**src/rtl/cpa3_pkg.sv**
```systemverilog
// Shared types and constants for the sequential 3-row carry-propagate adder.
package cpa3_pkg;

  localparam int unsigned CPA3_W_DEF   = 144;
  localparam int unsigned CPA3_SEG_DEF = 36;

  typedef enum logic [1:0] {
    IDLE,
    CSA,
    ADD,
    DONE
  } cpa3_state_e;

  function automatic int unsigned cpa3_nseg(input int unsigned w, input int unsigned seg);
    return w / seg;
  endfunction

endpackage

```
**src/rtl/cpa3_seg_adder.sv**
```systemverilog
// One segment of the carry-propagate adder: WIDTH-bit add with carry in/out.
module cpa3_seg_adder #(
  parameter int unsigned WIDTH = 36
) (
  input  logic [WIDTH-1:0] a,
  input  logic [WIDTH-1:0] b,
  input  logic             cin,
  output logic [WIDTH-1:0] sum,
  output logic             cout
);

  assign {cout, sum} = {1'b0, a} + {1'b0, b} + {{WIDTH{1'b0}}, cin};

endmodule

```
**src/rtl/cpa_3row_seq.sv**
```systemverilog
// Sequential CPA: result = row0 + 2*row1 + 4*row2 via one 3:2 step and NSEG segment adds.
// Optional overflow flag (out_ovf, W+3-bit datapath) enabled by defining CPA3_OVF_EN.
module cpa_3row_seq
  import cpa3_pkg::*;
#(
  parameter int unsigned W   = CPA3_W_DEF,
  parameter int unsigned SEG = CPA3_SEG_DEF
) (
  input  logic         clk,
  input  logic         rst,
  input  logic         in_valid,
  output logic         in_ready,
  input  logic [W-1:0] row0,
  input  logic [W-1:0] row1,
  input  logic [W-1:0] row2,
  output logic         out_valid,
  input  logic         out_ready,
  output logic [W-1:0] result
`ifdef CPA3_OVF_EN
  ,
  output logic         out_ovf
`endif
);

  localparam int unsigned NSEG = cpa3_nseg(W, SEG);
`ifdef CPA3_OVF_EN
  localparam int unsigned EXT = 3;
`else
  localparam int unsigned EXT = 0;
`endif
  localparam int unsigned DW       = W + EXT;
  localparam int unsigned AW       = SEG + EXT;
  localparam int unsigned SIW      = (NSEG > 1) ? $clog2(NSEG) : 1;
  localparam logic [SIW-1:0] LAST_IDX = SIW'(NSEG - 1);
  localparam int unsigned TOP_LSB  = (NSEG - 1) * SEG;

  if (W % SEG != 0) begin : g_w_seg_check
    $error("cpa_3row_seq: W must be a multiple of SEG");
  end

  cpa3_state_e state, state_n;

  logic [DW-1:0]  a_in, b_in, c_in;
  logic [DW-1:0]  a_q, b_q, c_q;
  logic [DW-1:0]  s_n, k_n, maj;
  logic [DW-1:0]  s_q, k_q;
  logic [SIW-1:0] seg_idx;
  logic           carry;
  logic [AW-1:0]  op_s, op_k, seg_sum;
  logic           seg_cout, seg_carry;
  logic           last_seg;

  // Bits shifted past the datapath width are dropped by the size casts.
  always_comb begin
    a_in = DW'(row0);
    b_in = DW'({row1, 1'b0});
    c_in = DW'({row2, 2'b00});
  end

  always_comb begin
    maj = (a_q & b_q) | (a_q & c_q) | (b_q & c_q);
    s_n = a_q ^ b_q ^ c_q;
    k_n = DW'({maj, 1'b0});
  end

  assign last_seg = (seg_idx == LAST_IDX);

  // Lower slices are zero-extended to the adder width; the top slice carries the extra bits.
  always_comb begin
    op_s = '0;
    op_k = '0;
    if (last_seg) begin
      op_s = s_q[TOP_LSB +: AW];
      op_k = k_q[TOP_LSB +: AW];
    end else begin
      op_s[SEG-1:0] = s_q[seg_idx*SEG +: SEG];
      op_k[SEG-1:0] = k_q[seg_idx*SEG +: SEG];
    end
  end

  cpa3_seg_adder #(
    .WIDTH(AW)
  ) u_seg_adder (
    .a   (op_s),
    .b   (op_k),
    .cin (carry),
    .sum (seg_sum),
    .cout(seg_cout)
  );

`ifdef CPA3_OVF_EN
  logic seg_ovf;
  assign seg_carry = seg_sum[SEG];
  assign seg_ovf   = |{seg_cout, seg_sum[AW-1:SEG]};
`else
  assign seg_carry = seg_cout;
`endif

  always_ff @(posedge clk) begin
    if (rst) begin
      state <= IDLE;
    end else begin
      state <= state_n;
    end
  end

  always_comb begin
    state_n = state;
    case (state)
      IDLE:    if (in_valid) state_n = CSA;
      CSA:     state_n = ADD;
      ADD:     if (last_seg) state_n = DONE;
      DONE:    if (out_ready) state_n = IDLE;
      default: state_n = IDLE;
    endcase
  end

  always_comb begin
    in_ready  = (state == IDLE);
    out_valid = (state == DONE);
  end

  always_ff @(posedge clk) begin
    if (rst) begin
      a_q     <= '0;
      b_q     <= '0;
      c_q     <= '0;
      s_q     <= '0;
      k_q     <= '0;
      seg_idx <= '0;
      carry   <= 1'b0;
      result  <= '0;
`ifdef CPA3_OVF_EN
      out_ovf <= 1'b0;
`endif
    end else begin
      case (state)
        IDLE: begin
          if (in_valid) begin
            a_q <= a_in;
            b_q <= b_in;
            c_q <= c_in;
          end
        end
        CSA: begin
          s_q     <= s_n;
          k_q     <= k_n;
          seg_idx <= '0;
          carry   <= 1'b0;
        end
        ADD: begin
          result[seg_idx*SEG +: SEG] <= seg_sum[SEG-1:0];
          carry                      <= seg_carry;
          seg_idx                    <= last_seg ? '0 : seg_idx + 1'b1;
`ifdef CPA3_OVF_EN
          if (last_seg) out_ovf <= seg_ovf;
`endif
        end
        default: ;
      endcase
    end
  end

endmodule

```
**config.mk**
```make
export PLATFORM = sky130hd
export DESIGN_NAME = cpa_3row_seq
export DESIGN_NICKNAME = d
export VERILOG_FILES = /design/src/rtl/cpa3_pkg.sv /design/src/rtl/cpa3_seg_adder.sv /design/src/rtl/cpa_3row_seq.sv
export SDC_FILE = /design/constraint.sdc
export NUM_CORES = 2
export LEC_CHECK = 0
export CELL_PAD_IN_SITES_DETAIL_PLACEMENT = 1
export CELL_PAD_IN_SITES_GLOBAL_PLACEMENT = 2
export CORE_MARGIN = 4
export CORE_UTILIZATION = 30
export CTS_BUF_LIST = sky130_fd_sc_hd__clkbuf_8
export DETAILED_ROUTE_END_ITERATION = 6
export PLACE_DENSITY_LB_ADDON = 0.1
export REMOVE_ABC_BUFFERS = 1
export SLEW_MARGIN = 20
export SYNTH_ARGS = -nofsm -noshare
export SYNTH_HDL_FRONTEND = slang
export SYNTH_SLANG_ARGS = --single-unit
```
**constraint.sdc**
```tcl
create_clock -name clk -period 6.4 [get_ports clk]
set_clock_uncertainty 0.1 [all_clocks]
set_input_delay 1.6 -clock clk [delete_from_list [all_inputs] [get_ports clk]]
set_output_delay 1.6 -clock clk [all_outputs]
set_load 0.01 [all_outputs]
```
==> metrics.md <==
| Metric | Value |
|---|---|
| Max Cap Violations | `0` |
| Crit path cell chain | `buf_12 -> clkinv_2 -> o21ai_4 -> buf_4 -> nand2_1 -> o21ai_0 -> ha_1 -> and2_1 -> a221o_1 -> o21ai_2 -> a21oi_1 -> buf_4 -> or4_4 -> and4b_1 -> nor3_1 -> mux2i_1 -> a22o_1` |
| Placed instance area | `47000 µm²` |
| Cts repair resizes | `0` |
| Most frequent cell after synthesis | `nand2_1` |
| CTS HTree Levels | `4` |
| Synth warn | `0` |
| Hold Crit Depth | `2` |
| Worst-margin pin slew | `between 1 and 1.5 ns` |
| Post-synth top flop | `dfxtp_1` |
| Yosys cell types | `99` |
| Crit path required time | `around 7 ns` |
| Critical path buffers and inverters | `4` |
| Slew HR | `between 20% and 30%` |
| Final setup viols | `0` |
| Final Cell Area | `~50000 µm²` |
| Min Tclk post-route | `around 6.0 ns` |
| Internal | `11.3 mW` |
| Initial antenna violation count | `4` |
| Clk sinks | `around 860` |
| Synth area leaders | `dfxtp_1 44%, mux2i_1 9.6%, nand2_1 9.4%` |
| Post-synth EDFFs | `0` |
| CP Class | `flip-flop to flip-flop` |
| Setup crit end kind | `flip-flop` |
| Flop-to-flop setup slack | `between 0.4 and 0.5 ns` |
| Syn_area_per_cell | `8.67 µm²` |
| Post-DP HPWL | `106 mm` |
| Vias in the first global route | `~35k` |
| CP most frequent cell | `buf_4` |
| CTS tree | `built` |
| Yosys reg bits | `about 860` |
| Via count | `34.2k` |
| Post-synth top cells | `988 x nand2_1, 864 x dfxtp_1, 588 x a21oi_1, 493 x nor2_1, 376 x mux2i_1` |
| FILL cells | `15.1k` |
| Clock group share of total power | `just over 30%` |
| # rows | `between 100 and 150` |
| Leak | `19.3 nW` |
| Cts-stage hold buffer count | `0` |
| Switching share of power | `36.3%` |
| Maximum clock insertion buffer count | `3` |
| Area share of the leading cell type in the synthesized netlist | `44.0%` |
| Asr flop ratio synth | `0%` |
| Worst-path clk slew | `0.06 ns` |
| IR drop worst, VDD | `~0.33 mV` |
| Core box area | `130000 µm²` |
| CP max-delay cell | `nor3_1` |
| Die area | `between 100000 and 150000 µm²` |
| Unrepaired setup endpoints after global routing | `false` |
| Slew Limit Fails | `0` |
| Combinational share of power | `31.8%` |
| Drc violations | `0` |
| Skew-Pair Late Insertion Delay | `about 0.85 ns` |
| Hold slack | `0.350 ns` |
| CP Max Fanout | `57` |
| Die width | `~370 µm` |
| Root buf cell | `clkbuf_8` |
| Synth area leader | `dfxtp_1` |
| Drt initial violations | `1750` |
| Critical Path Max Stage Delay | `~0.61 ns` |
| Average wire per cell in the routed design | `about 22 µm` |
| Pwr dens | `354 nW/µm²` |
| Antenna Nets Post-Route | `0` |
| Total CTS buffers | `162` |
| I/O Buffers | `just under 600` |
| Sequential area share after synthesis | `44.0%` |
| Post-CTS Setup Bufs | `0` |
| HP Start | `result[103]` |
| I/O pin count | `582` |
| Status | `completed` |
| Reg2Reg Launch Point | `seg_idx[0]` |
| Sequential Power Share | `~38%` |
| Reg2reg path depth | `17` |
| Die Y | `about 370 µm` |
| Worst min path class | `flip-flop to flip-flop` |
| Layout Nets | `~5.7k` |
| Initial core utilization | `a little under a third` |
| Area grow syn2layout | `27.9%` |
| Top delay family on crit path | `compound AO/OA/AOI/OAI gates` |
| Hold EP | `result[103]` |
| Critical Path AT | `between 6 and 7 ns` |
| GRT Overall Usage | `a little over a fifth` |
| Vias per cell | `between 4 and 5` |
| Period utilization | `between 90% and 100%` |
| Cell count after synthesis | `around 4.5k` |
| Grt ovf | `0` |
| Mapped Area | `roughly 39000 µm²` |
| 1st-pass router iterations | `5` |
| Fmax | `about 170 MHz` |
| Sw Pwr | `~6.4 mW` |
| Final Hold Vio Count | `0` |
| Capturing point of the worst reg2reg path | `result[69]` |
| First-pass GRT wire length | `roughly 220 mm` |
| Pin count of the biggest net entering global routing | `196` |
| Share of post-route cells with drive strength above 1 | `roughly 7.7%` |
| Critical path launch point type | `flip-flop` |
| Final GP Congestion | `0.836` |
| DRT Wirelength | `approximately 150 mm` |
==> sequential cells by signal (all words and copies together) (netlist names) <==
name,flops
c_q,142
state,2
a_q,144
k_q,142
b_q,143
result,144
s_q,144
carry,1
seg_idx,2
==> kinds of logic after synthesis <==
logic type      synth area share, %
simple gates                   17.3
compound gates                 15.8
flops                          44.0
mux                            10.0
buf+inv                        3.53
fa+ha+maj                      8.75
xor+xnor                      0.513
==> placed cells by master (no fill, tap or decap), types with 21 or more instances in the layout <==
master / instances
nand2_1: 986
clkbuf_8: 198
nor2_1: 490
mux2i_1: 376
and3_1: 21
fa_1: 143
nor3_1: 61
dfxtp_1: 862
a21oi_1: 586
clkdlybuf4s50_1: 577
ha_1: 44
buf_4: 85
a22o_1: 40
inv_1: 81
nand3_1: 23
a22oi_1: 77
o21ai_0: 139
==> metrics by stage <==
step / cells / setup slack, ns / total power [mW] / setup TNS (ns) / util [%]
after global routing: 6916 / 0.174 / 19.0 / 0 / 38.7
final: 6916 / 0.429 / 17.8 / 0 / 38.7
after detailed placement: 6624 / 0.333 / 12.6 / 0 / 36.2
after floorplan: 4205 / -4.47 / 10.8 / -2970.99 / -
after global placement: 6624 / 0.400 / 12.5 / 0 / 36.2
after CTS: 6912 / 0.324 / 18.1 / 0 / 38.7
==> worst max path at each step <==
stage	start	endpoint	slack, ns	cells past startpoint
floorplan	seg_idx[0]	result[12]	-4.47	15
global placement	seg_idx[0]	result[69]	0.40	17
detailed placement	seg_idx[0]	result[16]	0.33	16
CTS	seg_idx[0]	result[16]	0.32	16
global route	seg_idx[0]	result[36]	0.17	16
finish	seg_idx[0]	result[69]	0.43	17
==> layer usage <==
layer	vias to the layer above	routed length [µm]	track usage [%]
met5	-	13	0
met4	2	2890	5.10
met3	177	6450	3.91
met2	695	69700	34.9
met1	16805	69900	28.7
li1	16529	-	-
==> power by group through the flow <==
stage / Clock (mW) / Combinational (mW) / Sequential [mW]
final: 5.38 / 5.64 / 6.74
after global routing: 5.88 / 6.22 / 6.85
after CTS: 5.61 / 5.74 / 6.75
after detailed placement: 0 / 5.73 / 6.86
after global placement: 0 / 5.67 / 6.84
after floorplan: 0 / 4.04 / 6.75
==> layout make-up <==
type | instances | area [µm²] | share of cell area [%]
Inverter | 17 | 66.3 | 0.132
Sequential cell | 864 | 17300 | 34.4
Antenna cell | 2 | 5.00 | 0.00996
Tap cell | 1742 | 2180 | 4.34
Clock buffer | 198 | 2730 | 5.42
Clock inverter | 90 | 508 | 1.01
Multi-Input combinational cell | 3324 | 20700 | 41.2
Timing Repair Buffer | 679 | 6760 | 13.5
==> worst reg2reg max path, delay by kind of cell, from the launching register on <==
| kind | cells | cell delay, ns |
|---|---|---|
| DFF | 1 | 0.39 |
| and+or+nand+nor | 5 | 1.64 |
| AOI/OAI and AO/OA | 6 | 1.62 |
| adders and majority gates | 1 | 0.41 |
| muxes | 1 | 0.32 |
| buffers and inverters | 4 | 1.39 |
Power figures use the tool's default switching activity.
